[src/rtl/nbit_scan_decoder.sv]
// rtl/nbit_scan_decoder.sv - registered one-hot index decoder with prescaled up/down auto-scan
module nbit_scan_decoder #(
   parameter int N   = 3,
   parameter int DIV = 4
) (
   input  logic              clock,
   input  logic              reset_,
   input  logic              en,
   input  logic              load,
   input  logic [N-1:0]      x,
   input  logic              mode_scan,
   input  logic              dir,
   output logic [(1<<N)-1:0] z,
   output logic [N-1:0]      idx,
   output logic              wrap
);

   localparam int W  = 1 << N;
   localparam int CW = (DIV > 1) ? $clog2(DIV) : 1;
   localparam logic [CW-1:0] CNT_MAX = CW'(DIV - 1);
   localparam logic [N-1:0]  IDX_TOP = {N{1'b1}};

   logic [CW-1:0] cnt_q, cnt_d;
   logic [N-1:0]  idx_q, idx_d;
   logic [W-1:0]  z_q, z_d;
   logic          wrap_q, wrap_d;

   always_comb begin
      cnt_d  = cnt_q;
      idx_d  = idx_q;
      wrap_d = 1'b0;
      if (load) begin
         idx_d = x;
         cnt_d = '0;
      end else if (mode_scan) begin
         if (cnt_q == CNT_MAX) begin
            cnt_d = '0;
            if (dir) begin
               idx_d  = idx_q - 1'b1;
               wrap_d = (idx_q == '0);
            end else begin
               idx_d  = idx_q + 1'b1;
               wrap_d = (idx_q == IDX_TOP);
            end
         end else begin
            cnt_d = cnt_q + 1'b1;
         end
      end else begin
         // static hold restarts the period so a resumed scan waits a full DIV
         cnt_d = '0;
      end
      z_d = en ? (W'(1) << idx_d) : '0;
   end

   always_ff @(posedge clock) begin
      if (!reset_) begin
         cnt_q  <= '0;
         idx_q  <= '0;
         z_q    <= '0;
         wrap_q <= 1'b0;
      end else begin
         cnt_q  <= cnt_d;
         idx_q  <= idx_d;
         z_q    <= z_d;
         wrap_q <= wrap_d;
      end
   end

   assign z    = z_q;
   assign idx  = idx_q;
   assign wrap = wrap_q;

endmodule

[config.mk]
export PLATFORM = sky130hd
export DESIGN_NAME = nbit_scan_decoder
export DESIGN_NICKNAME = d
export VERILOG_FILES = /design/src/rtl/nbit_scan_decoder.sv
export SDC_FILE = /design/constraint.sdc
export NUM_CORES = 1
export LEC_CHECK = 0
export ABC_AREA = 0
export CORE_MARGIN = 2
export CORE_UTILIZATION = 30
export CTS_BUF_LIST = sky130_fd_sc_hd__clkbuf_4 sky130_fd_sc_hd__clkbuf_8
export CTS_CLUSTER_SIZE = 16
export DETAILED_ROUTE_END_ITERATION = 10
export PLACE_DENSITY = 0.64
export SYNTH_ARGS = -nofsm -noshare
export SYNTH_HDL_FRONTEND = slang
export SYNTH_SLANG_ARGS = --single-unit
export TNS_END_PERCENT = 20
[constraint.sdc]
create_clock -name clock -period 1.9 [get_ports clock]
set_input_delay 0.38 -clock clock [delete_from_list [all_inputs] [get_ports clock]]
set_output_delay 0.38 -clock clock [all_outputs]
set_load 0.02 [all_outputs]
; Word level (Yosys, flattened, before mapping)
; Cells that the tools add are included.
[op_classes]
add_sub_neg = 3
mul = 0
div = 0
n_lt_le_gt_ge = 0
eq_ne = 2
shift = 1
n_mux = 5
n_bitwise = 3
n_reduce_logical = 4
[op_table]
columns = cell, count
row1 = 3-bit two-way mux, 4
row2 = 4-bit OR reduction, 2
row3 = "1-bit by 3-bit left shift with 8-bit output, first input constant", 1
row4 = "3-bit by 1-bit adder with 3-bit output, second input constant", 1
row5 = "3-bit == test, second input constant", 1
row6 = 3-bit logical NOT, 1
row7 = 1-bit NOT, 3
row8 = "3-bit by 1-bit subtractor with 3-bit output, second input constant", 1
row9 = "2-bit by 1-bit adder with 2-bit output, second input constant", 1
row10 = "2-bit == test, second input constant", 1
row11 = 2-bit AND reduction, 1
row12 = 1-bit two-way mux, 1
[word_totals]
register_bits = 14
latchBits = 0
ramBits = 0
romBits = 0
inputBits = 9
out_inout_bits = 12
memories = 0

; Depth between registers and ports, before layout
[logic_depth]
ltp_word = 6
depth_mapped = 5
ltp_nobuf = 5

; Worst setup path after synthesis
; Ideal clock, no wire load.
[synth_path]
path_kind = register to register
start = register idx_q[0] (netlist: idx[0])
end = register z_q[5] (netlist: z[5])
arrival_ps = 1785
required_ps = 1840
setup_slack_ps = 56
stages_incl_launch_ff = 6
path_buffers = 0
synth_period_minus_slack_ps = 1844
path_cell_list = dfxtp_1 -> fa_1 -> and3_1 -> o31ai_2 -> nand3_1 -> and3b_1
[synth_between]
elab_chain_len = 6
word_cells_on_any_way = 7
cone_classes = add/sub: 2 / shift: 1 / mux: 4
[synth_rtl]
columns = item, line_no
row1 = start: declaration, 24  ; logic [N-1:0] idx_q, idx_d;
row2 = start signal: assignment, 63  ; idx_q <= idx_d;
row3 = 3-bit by 1-bit adder with 3-bit output or 3-bit by 1-bit subtractor with 3-bit output (tied branches), "42, 39"
row4 = 3-bit two-way mux, 38  ; if (dir) begin
row5 = 3-bit two-way mux, 36  ; if (cnt_q == CNT_MAX) begin
row6 = 3-bit two-way mux *, 35  ; end else if (mode_scan) begin
row7 = 3-bit two-way mux *, 32  ; if (load) begin
row8 = 1-bit by 3-bit left shift with 8-bit output *, 52  ; z_d = en ? (W'(1) << idx_d) : '0;
row9 = end signal: assignment, 64  ; z_q <= z_d;
row10 = end: declaration, 25  ; logic [W-1:0] z_q, z_d;
; Mark *: on every way between the ends. The rest lies on a longest branch, timed or not.
; A chain may end at the register's enable or synchronous reset.

; Worst setup path after layout
[layout_path]
start = input port dir
end = register z_q[5] (netlist: z[5])
[layout_between]
elab_chain_len = 5
[layout_rtl]
columns = item, line_no
row1 = start: declaration, 12  ; input logic dir,
row2 = 3-bit two-way mux, 38
row3 = 3-bit two-way mux, 36
row4 = 3-bit two-way mux, 35
row5 = 3-bit two-way mux, 32
row6 = 1-bit by 3-bit left shift with 8-bit output, 52
; No other way between the ends.

==> metrics.txt <==
total CTS buffers 3; maximum buffer depth of the clock tree 2; Final Hold Vio Count 0; WP buf/inv 1; Fillers about 190; crit path kind input port to flip-flop; DRC errors left 0; Clock Latency Late Sink 270 ps; CP arrival about 2000 ps; dpl hpwl 912 um; post-route ant nets 0; post-synthesis cell type count 32; vias per cell roughly 4.5; fin crit period 1770 ps; Pre-antenna DRT Iters 4; GPL Wtd Cong 0.713; vias 498; cells along the critical path dlygate4sd2_1 -> fa_1 -> and3_4 -> o31ai_4 -> nand3_2 -> and3b_1; Min-Delay Path Class flip-flop to flip-flop; Post-synth EDFFs 0; nets 96; area of the mapped netlist ~600 um^2; CTS Hold Buffers Added 0; peak supply drop 0.000364 V; initial core utilization 31.1%; slowest cell on the critical path fa_1; CTS sink cnt 14; Tcrit/Tclk final 93.1%; Crit Path Max Fanout 4; setup TNS 0 ps; final setup vio count 0; Startpoint Class input port; vias in the first global route just over 400; gr ovfl total 0; status completed; first-pass GRT wire length 1950 um; Seq cells post-synth 14; CORE AREA 1920 um^2; achievable frequency about 0.57 GHz; GRT Resource Usage Total approximately 11%; CP Capture Type flip-flop; family with the most delay on the worst path simple AND/OR/NAND/NOR gates; area of the multi-input gates ~330 um^2; # diodes 0; H-tree Lvls 1; Main synth FF type dfxtp_1; Routed WL 1210 um; design area 942 um^2; initial antenna violation count 0; slew margin rel. 75.3%; Clock Tree Root clkbuf_4; Power Density 662 nW/um^2; leakage 0.364 nW; slowest stage delay, CP around 470 ps; WP data required 2120 ps; row count 16; Syn. warnings 0; WL/cell roughly 11 um; clk_skew roughly 2.5 ps; area grow syn2layout 57.5%; Reg clk slew, reported paths approximately 80 ps; pin count of the biggest net entering global routing 10; Seq/Total Area, Yosys 46.9%; Net Count, Synth between 60 and 70; port bufs 20; fin. max-slew vios 0; Die Wd ~50 um; die area 2370 um^2; placed inst area 873 um^2; IO Count 21; fraction of layout cells with a size suffix above 1 approximately 30%; Storage cell area 280 um^2; CTS tree done; DR iter-0 viols 5; Max Cap Violations 0; actual slew at the worst max-slew pin 368 ps; Mapped Cells 53; RSZ-0062 raised after global routing false; Async SR Flop Fraction 0%; Avg Inst Size Synth about 11 um^2; Die Ht between 40 and 50 um
## layout make-up
cell class	count	area share, %
tap	27	3.59
timing repair buffer	28	27.5
clock buffer	4	3.85
sequential	14	29.7
multi-input combinational	37	34.9
inverter	1	0.398
## cell families after synthesis
group	Yosys count	share of synthesized area (%)
xor gates and xnor gates	1	1.46
buffers and inverters	2	2.51
DFF	14	46.9
AOI/OAI and AO/OA	5	7.11
and+or+nand+nor	29	36.6
adders and majority gates	2	5.44
## worst register-to-register path, cell delays in order, from the launching register on
cell	delay, ps
dfxtp_1	370
fa_1	420
and3_4	200
o31ai_4	310
nand3_2	160
and3b_1	220
## worst paths after layout
| check | startpoint | to | slack, ps | cells after the start |
|---|---|---|---|---|
| max | dir | z[5]$_SDFF_PN0_ | 130 | 6 |
| max reg2reg | idx[0]$_SDFF_PN0_ | z[5]$_SDFF_PN0_ | 170 | 5 |
| min | cnt_q[0]$_SDFF_PP0_ | cnt_q[0]$_SDFF_PP0_ | 430 | 1 |
| min reg2reg | cnt_q[0]$_SDFF_PP0_ | cnt_q[0]$_SDFF_PP0_ | 430 | 1 |
## cells in the mapped netlist (2+ instances only)
cell type / number / area share [%]
nor3_1: 2 / 1.7
dfxtp_1: 14 / 47
nor4b_1: 2 / 2.9
nor2_1: 3 / 1.9
nand2_1: 2 / 1.3
nor2b_1: 3 / 3.1
nor3b_2: 2 / 4.2
## through the flow
step	utilization (%)	power, mW	hold slack (ps)	worst slack [ps]	std cells
2_1_floorplan	-	0.363	396	55.6	53
3_3_place_gp	45.4	0.414	405	-392	106
3_5_place_dp	45.4	0.415	417	-442	106
4_1_cts	49.0	0.630	430	126	111
5_1_grt	49.0	0.656	448	42.2	111
6_report	49.0	0.623	429	131	111
## power by group
group	internal, mW	total (mW)	switching [mW]	leakage, nW
clock network	0.116	0.208	0.0919	0.0210
logic	0.0604	0.108	0.0480	0.229
registers	0.302	0.307	0.00506	0.114
## state kept, by name (all words and copies together), names as in the netlist
name and cells:
z 8, idx 3, cnt_q 2, wrap 1
## cell usage in the layout (no fill, tap or decap), drive strengths merged
cell type	n
fa	1
and2	2
a21boi	1
and3	1
nor4b	2
ha	1
a221o	1
and3b	1
a31oi	1
dlygate4sd2	1
and2b	1
nand2	2
nor3b	3
nor2b	4
and4bb	1
o21ai	1
dfxtp	14
nand3b	1
or4	1
or4bb	1
buf	8
o31ai	1
nand3	2
inv	1
nor3	2
or2b	1
clkdlybuf4s50	19
xnor2	1
nand4b	1
nor2	3
clkbuf	4
## timing repair
action / in CTS / in global routing
resized for setup: 5 / 0
endpoints found under the setup margin: 9 / 0
buffers inserted: 1 / 0
## metal layers
| layer | vias up | global-route usage, % | routed length [um] |
|---|---|---|---|
| li1 | 252 | - | - |
| met1 | 232 | 15.0 | 602 |
| met2 | 12 | 14.6 | 548 |
| met3 | 2 | 4.63 | 41 |
| met4 | 0 | 5.71 | 16 |
| met5 | - | 0 | 0 |
(Power assumes the default switching activity.)
